## src/rtl/coin_pkg.sv

```systemverilog
// Coin values and dispenser FSM encodings, shared with the coin acceptor.
package coin_pkg;
  localparam logic [7:0] COIN5_VAL  = 8'd5;
  localparam logic [7:0] COIN10_VAL = 8'd10;

  typedef enum logic [2:0] {
    ST_IDLE   = 3'd0,
    ST_DECIDE = 3'd1,
    ST_PULSE  = 3'd2,
    ST_GAP    = 3'd3,
    ST_DONE   = 3'd4
  } disp_state_t;
endpackage

```

## src/rtl/pulse_spacer.sv

```systemverilog
// Loadable down-counter that times the quiet interval between coin pulses.
// o_tc is high while the count sits at zero.
module pulse_spacer #(
  parameter int W = 4
) (
  input  logic         i_clk,
  input  logic         i_rst,
  input  logic         i_load,
  input  logic [W-1:0] i_load_val,
  input  logic         i_en,
  output logic         o_tc
);
  logic [W-1:0] r_cnt;

  // Load on request, otherwise count down while enabled and stop at zero.
  always_ff @(posedge i_clk) begin
    if (i_rst)                    r_cnt <= '0;
    else if (i_load)              r_cnt <= i_load_val;
    else if (i_en && r_cnt != '0) r_cnt <= r_cnt - 1'b1;
  end

  assign o_tc = (r_cnt == '0);
endmodule

```

## src/rtl/change_dispenser.sv

```systemverilog
// Greedy refund dispenser: ten-unit coins first, then five-unit coins, with a
// fixed quiet gap after every pulse. Whatever cannot be paid is reported as
// shortfall on the done pulse. All outputs come straight from flops.
module change_dispenser
  import coin_pkg::*;
#(
  parameter int GAP          = 3,
  parameter int STOCK10_INIT = 8,
  parameter int STOCK5_INIT  = 8
) (
  input  logic       i_clk,
  input  logic       i_rst,
  input  logic       i_req_valid,
  input  logic [7:0] i_req_amount,
  output logic       o_req_ready,
  input  logic       i_refill,
  output logic       o_coin10,
  output logic       o_coin5,
  output logic       o_done,
  output logic [7:0] o_shortfall,
  output logic [7:0] o_stock10,
  output logic [7:0] o_stock5
);
  localparam logic [7:0] S10_INIT = 8'(STOCK10_INIT);
  localparam logic [7:0] S5_INIT  = 8'(STOCK5_INIT);
  // Spacer runs GAP-1 .. 0, giving GAP cycles in the GAP state.
  localparam logic [3:0] GAP_M1   = 4'(GAP - 1);

  disp_state_t r_state, w_state_nxt;
  logic [7:0]  r_rem, w_rem_nxt;
  logic [7:0]  r_s10, w_s10_nxt;
  logic [7:0]  r_s5, w_s5_nxt;
  logic        r_coin10, w_coin10_nxt;
  logic        r_coin5, w_coin5_nxt;
  logic        r_done, w_done_nxt;
  logic [7:0]  r_sf, w_sf_nxt;
  logic        r_ready, w_ready_nxt;
  logic        w_load, w_tc;

  pulse_spacer #(.W(4)) u_spacer (
    .i_clk      (i_clk),
    .i_rst      (i_rst),
    .i_load     (w_load),
    .i_load_val (GAP_M1),
    .i_en       (r_state == ST_GAP),
    .o_tc       (w_tc)
  );

  // Next state plus next values of every registered output.
  always_comb begin
    w_state_nxt  = r_state;
    w_rem_nxt    = r_rem;
    w_s10_nxt    = r_s10;
    w_s5_nxt     = r_s5;
    w_coin10_nxt = 1'b0;
    w_coin5_nxt  = 1'b0;
    w_done_nxt   = 1'b0;
    w_sf_nxt     = 8'd0;
    w_load       = 1'b0;
    case (r_state)
      ST_IDLE: begin
        // Refill lands before the decision so a same-cycle request sees it.
        if (i_refill) begin
          w_s10_nxt = S10_INIT;
          w_s5_nxt  = S5_INIT;
        end
        if (i_req_valid) begin
          w_rem_nxt   = i_req_amount;
          w_state_nxt = ST_DECIDE;
        end
      end
      ST_DECIDE: begin
        if (r_rem >= COIN10_VAL && r_s10 != 8'd0) begin
          w_rem_nxt    = r_rem - COIN10_VAL;
          w_s10_nxt    = r_s10 - 8'd1;
          w_coin10_nxt = 1'b1;
          w_state_nxt  = ST_PULSE;
        end else if (r_rem >= COIN5_VAL && r_s5 != 8'd0) begin
          w_rem_nxt    = r_rem - COIN5_VAL;
          w_s5_nxt     = r_s5 - 8'd1;
          w_coin5_nxt  = 1'b1;
          w_state_nxt  = ST_PULSE;
        end else begin
          w_done_nxt   = 1'b1;
          w_sf_nxt     = r_rem;
          w_state_nxt  = ST_DONE;
        end
      end
      ST_PULSE: begin
        w_load      = 1'b1;
        w_state_nxt = ST_GAP;
      end
      ST_GAP: begin
        if (w_tc) w_state_nxt = ST_DECIDE;
      end
      ST_DONE: w_state_nxt = ST_IDLE;
      default: w_state_nxt = ST_IDLE;
    endcase
    w_ready_nxt = (w_state_nxt == ST_IDLE);
  end

  // State and output registers; reset overrides refill and requests.
  always_ff @(posedge i_clk) begin
    if (i_rst) begin
      r_state  <= ST_IDLE;
      r_rem    <= 8'd0;
      r_s10    <= S10_INIT;
      r_s5     <= S5_INIT;
      r_coin10 <= 1'b0;
      r_coin5  <= 1'b0;
      r_done   <= 1'b0;
      r_sf     <= 8'd0;
      r_ready  <= 1'b1;
    end else begin
      r_state  <= w_state_nxt;
      r_rem    <= w_rem_nxt;
      r_s10    <= w_s10_nxt;
      r_s5     <= w_s5_nxt;
      r_coin10 <= w_coin10_nxt;
      r_coin5  <= w_coin5_nxt;
      r_done   <= w_done_nxt;
      r_sf     <= w_sf_nxt;
      r_ready  <= w_ready_nxt;
    end
  end

  assign o_req_ready = r_ready;
  assign o_coin10    = r_coin10;
  assign o_coin5     = r_coin5;
  assign o_done      = r_done;
  assign o_shortfall = r_sf;
  assign o_stock10   = r_s10;
  assign o_stock5    = r_s5;
endmodule

```

## config.mk

```make
export PLATFORM = sky130hd
export DESIGN_NAME = change_dispenser
export DESIGN_NICKNAME = d
export VERILOG_FILES = /design/src/rtl/coin_pkg.sv /design/src/rtl/pulse_spacer.sv /design/src/rtl/change_dispenser.sv
export SDC_FILE = /design/constraint.sdc
export NUM_CORES = 1
export LEC_CHECK = 0
export ABC_AREA = 1
export CAP_MARGIN = 20
export CORE_MARGIN = 2
export CORE_UTILIZATION = 60
export CTS_BUF_LIST = sky130_fd_sc_hd__clkbuf_2 sky130_fd_sc_hd__clkbuf_4 sky130_fd_sc_hd__clkbuf_8
export CTS_CLUSTER_SIZE = 10
export DETAILED_ROUTE_END_ITERATION = 8
export PLACE_DENSITY = 0.91
export SLEW_MARGIN = 15
export SYNTH_ARGS = -nofsm -noshare
export SYNTH_HDL_FRONTEND = slang
export SYNTH_HIERARCHICAL = 1
export SYNTH_SLANG_ARGS = --single-unit
```

## constraint.sdc

```tcl
create_clock -name i_clk -period 4.9 [get_ports i_clk]
set_input_delay 0.98 -clock i_clk [delete_from_list [all_inputs] [get_ports i_clk]]
set_output_delay 0.98 -clock i_clk [all_outputs]
set_load 0.03 [all_outputs]
```

Word level (Yosys, flattened, before mapping)
Cells that the tools add are included.

word-level totals
  bits in registers = 43
  input bits = 12
  output and inout bits = 28
  word-level logic and storage cells = 67

cells by class
  $add $sub $neg = 5
  $lt $le $gt $ge = 2
  equal/unequal tests = 9
  mux-type cells = 21
  bitwise operators = 1
  reductions and logical operators = 18

operators by type and width
  operator                                                            number
  two-way mux 8 bit                                                   7
  case mux 8 bit (2 select lines)                                     3
  nonzero test 8 bit                                                  2
  subtractor 8 x 1 -> 8 bit (second input constant)                   2
  two-way mux 3 bit                                                   4
  case mux 3 bit (4 select lines)                                     1
  != test 2 bit (second input constant)                               5
  greater-or-equal comparator 8 x 3 -> 1 bit (second input constant)  1
  greater-or-equal comparator 8 x 4 -> 1 bit (second input constant)  1
  subtractor 8 x 3 -> 8 bit (second input constant)                   1
  subtractor 8 x 4 -> 8 bit (second input constant)                   1
  == test 3 x 2 -> 1 bit (second input constant)                      2
  zero test 3 bit                                                     2
  AND reduction 3 bit                                                 2
  zero test 4 bit                                                     1
  two-way mux 1 bit                                                   4
  two-way mux 2 bit                                                   2
  AND reduction 4 bit                                                 1
  nonzero test 2 bit                                                  2
  nonzero test 4 bit                                                  1
  OR reduction 2 bit                                                  2
  OR reduction 4 bit                                                  1
  subtractor 4 x 1 -> 4 bit (second input constant)                   1
  == test 3 x 1 -> 1 bit (second input constant)                      1
  other kinds (4)                                                     6

Logic depth before layout (Yosys ltp)
  depth in word-level cells = 6
  gate-level depth with buffers = 13

Hierarchy
Netlist, hierarchy kept.

modules (own cells, without submodules)
  module            times used  cells each  area an instance (um2)  sequential area each (um2)
  change_dispenser  1           338         2267.2                  780.7
  pulse_spacer      1           41          274.0                   80.1

Least setup slack after synthesis
Ideal clock, no wire load.

  path type = reg-to-reg
  from = reg r_s10[0], in the netlist o_stock10[0]
  to = reg r_rem[4]
  library setup time = 132 ps
  arrival time = 1749 ps
  required time = 4768 ps
  slack = 3019 ps
  cell stages (with the launch flop) = 14
  cell sequence = dfxtp_1 > inv_1 > ha_1 > inv_1 > nor3_2 > nand2_1 > nand2_4 > buf_8 > nand2_4 > nand2_4 > nand2_4 > clkinv_4 > nand2_1 > a21oi_2

between the ends
  cells in the longest elaborated chain, start to end = 4
  elaborated cells on any way between the ends = 6
  classes of those cells = 1 x eq/ne; 2 x mux; 3 x reduce/logical

RTL lines
  item                                                                                     line                     source
  start: declaration                                                                       change_dispenser.sv:31   logic [7:0] r_s10, w_s10_nxt;
  start signal: assignment                                                                 change_dispenser.sv:117  r_s10 <= w_s10_nxt;
  nonzero test 8 bit (*)                                                                   change_dispenser.sv:73   if (r_rem >= COIN10_VAL && r_s10 != 8'd0) begin
  logical AND 1 bit (*)                                                                    change_dispenser.sv:73
  != test 3 bit (no line) / two-way mux 8 bit (equally long branches)                      n/a
  AND reduction 3 bit (no line) / case mux 8 bit (2 select lines) (equally long branches)  n/a
  end signal: assignment                                                                   change_dispenser.sv:116  r_rem <= w_rem_nxt;
  end: declaration                                                                         change_dispenser.sv:30   logic [7:0] r_rem, w_rem_nxt;

Mark *: on every way between the ends. The rest lies on a longest branch, timed or not.
A chain may end at the register's enable or synchronous reset.

==> impl_metrics.yaml <==
routing:
  drt_iter0_drc: 167
  ant_nets: 0
  routed_wl_um: 5710
  drc: 0
  viasPerCell: 5.23
  dr.pass1.iters: 5
  drt-wirelength-per-cell_um: 12.1
  vias: 2470
clock_tree:
  cts_resized: 0
  cts_htree_levels: 2
  clk_latency_ps: 300
  cts_tree: "yes"
  post_cts.repair.setup_buffers: 0
  clk_path_buf_depth: 2
  clk_pin_slew_ps: 90
  clkSinkCount: 43
  numCtsBuffers: 5
  clock-root-buffer: "clkbuf_8"
  cts_hold_buf: 0
placed_design:
  dp.final_hpwl_um: 4200
  pre_cts_slack_ps: 2040
  dp.cells: 464
  gp_congestion: 0.913
  io_buffer_count: 39
  placed_area_mm2: 0.00296
synth:
  synth_cell_type_count: 35
  yosys-mux-area-fraction_pct: 0
  ys_seq_area_share_pct: 33.9
  synth_warnings: 6
  synth_cells: 379
  synth_xor_area_share_pct: 4.48
  synth_top_area_share_pct: 33.9
  synthAdderAreaFrac_pct: 4.92
  synth_top_family_by_area: "simple AND/OR/NAND/NOR gates"
  netlist.top_cell.by_area: "dfxtp_1"
  yosys-top-cells-area: "dfxtp_1 (34%), nand2_1 (12%), nor2_1 (8.4%)"
  synth-compound-area-share_pct: 8.17
  syn_avg_cell_area_um2: 6.70
  netlist_area_mm2: 0.00254
  yosys.area_share.simple_pct: 38.3
  ys_ff_latch: 43
grt:
  grt_pass1_vias: 2237
  grt_first_pass_wirelength_um: 9740
  gr-usage-all-layers_pct: 24.5
  antenna_found_initial: 0
  grt_overflow: 0
  grt_max_degree: 19
final_layout:
  layout.nets: 443
  utilization_pct: 77.0
  syn_to_final_growth_pct: 22.0
  stdcell_area_mm2: 0.00310
  layout-drive-gt1-share_pct: 10.9
  fin_cells: 472
  antenna_cells: 0
floorplanning:
  die_width_um: 69.1
  die_area_mm2: 0.00477
  die_y_um: 69.1
  pin_count: 40
  num_rows: 23
  initial_core_util_pct: 63.1
  core-area_mm2: 0.00403
timing:
  fin_crit_ps: 2560
  fin_skew_ps: 9.95
  relSlewSlack_pct: 47.2
  setup_viol: 0
  rsz0062_at_grt: "no"
  drv_slew: 0
  tightest_slew_ps: 789
  setup_tns_ps: 0
  fin_ws_ps: 2340
  hold_viol_final: 0
  fin_crit_sh_pct: 52.3
  max_freq_ghz: 0.390
job:
  cap_violations: 0
setup_path:
  r2r_end: "o_stock5[4]"
  cp-endpoint: "o_stock5[1]"
  worstSetupPathType: "input port to flip-flop"
  reg2reg_slack_ps: 2780
  cp-startpoint: "i_rst"
  arrival_ps: 2780
  cp-end-kind: "flip-flop"
  crit_chain: "clkdlybuf4s50_1 > inv_1 > nand2_1 > o22ai_1 > nand2_1 > inv_1"
  start_kind: "input port"
  critPathRequiredTime_ps: 5110
  critPathMaxFanout: 18
  r2r_start: "r_state[1]"
  critical-path-max-stage-delay_ps: 980
  reg2reg_depth: 9
  crit_path_top_delay_cell: "clkdlybuf4s50_1"
power:
  leakagePower_nw: 1.42
  ir_drop_mv: 0.568
  p_per_area_mw_per_mm2: 700
status:
  run_status: "complete, no violations"
worst_hold_path:
  hp-class: "flip-flop to flip-flop"
==> per-layer routing <==
layer | wire [µm] | part of all wire (%) | up-vias | GRT usage, %
li1 | - | - | 1261 | -
met1 | 2510 | 44 | 1117 | 30.2
met2 | 2830 | 50 | 86 | 42.0
met3 | 304 | 5.3 | 6 | 5.26
met4 | 68 | 1.2 | 0 | 8.50
met5 | 0 | 0 | - | 0
==> final cells by class <==
| class | count | area, µm² |
|---|---|---|
| Clock buffer | 6 | 76.3 |
| Clock inverter | 2 | 60.1 |
| Fill cell | 309 | 928 |
| Inverter | 56 | 216 |
| Multi-Input combinational cell | 276 | 1430 |
| Sequential cell | 43 | 861 |
| Tap cell | 50 | 62.6 |
| Timing Repair Buffer | 39 | 390 |
==> report_power, final <==
part | internal (mW) | switching, mW | total [mW]
sequential | 0.443 | 0.104 | 0.546
clock | 0.209 | 0.126 | 0.336
combinational | 0.456 | 0.831 | 1.29
==> worst min-delay path by stage <==
| stage | start | end | slack, ps | depth (start not counted) |
|---|---|---|---|---|
| finish | o_stock10[6] | o_stock10[6] | 490 | 2 |
| global route | o_stock10[6] | o_stock10[6] | 510 | 2 |
| CTS | o_stock10[6] | o_stock10[6] | 490 | 2 |
| detailed placement | o_stock10[6] | o_stock10[6] | 480 | 2 |
| global placement | o_stock5[0] | o_stock5[0] | 470 | 2 |
| floorplan | u_spacer/r_cnt[3] | u_spacer/r_cnt[3] | 460 | 2 |
==> cell families after synthesis <==
group / Yosys count
simple gates: 211
compound gates: 38
fa+ha+maj: 10
other cells: 2
buf+inv: 62
flops: 43
xor+xnor: 13
==> worst max-delay path: cells and delay by family <==
kind,cells,cell delay (ps)
AOI/OAI and AO/OA,1,120
buffers and inverters,3,1320
and+or+nand+nor,2,350
==> cell usage after synthesis (all sizes together) <==
| cell | count |
|---|---|
| inv | 53 |
| clkinv | 3 |
| xnor2 | 3 |
| conb | 2 |
| a21oi | 21 |
| dfxtp | 43 |
| nand3b | 1 |
| o21ai | 15 |
| nand4 | 2 |
| clkbuf | 3 |
| nand2 | 95 |
| nor2 | 61 |
| xor2 | 10 |
| buf | 3 |
| nor3 | 3 |
| or2 | 5 |
| nand3 | 44 |
| ha | 10 |
| o22ai | 2 |
==> registers in the layout, summed over array words and instances, names as in the netlist <==
name / count
o_coin10: 1
o_coin5: 1
o_done: 1
o_req_ready: 1
o_shortfall: 8
o_stock10: 8
o_stock5: 8
r_rem: 8
r_state: 3
u_spacer/r_cnt: 4
==> stage by stage <==
stage | power, mW | hold slack, ps
6_report | 2.17 | 487
5_1_grt | 2.36 | 508
4_1_cts | 2.16 | 494
3_5_place_dp | 1.82 | 482
3_3_place_gp | 1.78 | 469
2_1_floorplan | 1.56 | 462
==> layout by cell type, fill, tap and decap left out, types with 5 or more instances in the layout <==
cell type	n
a21oi_1	18
clkbuf_8	5
clkdlybuf4s50_1	39
dfxtp_1	43
ha_1	10
inv_1	43
inv_2	10
nand2_1	84
nand2_4	7
nand3_1	42
nor2_1	57
o21ai_0	13
xor2_1	10
Power figures use the tool's default switching activity.
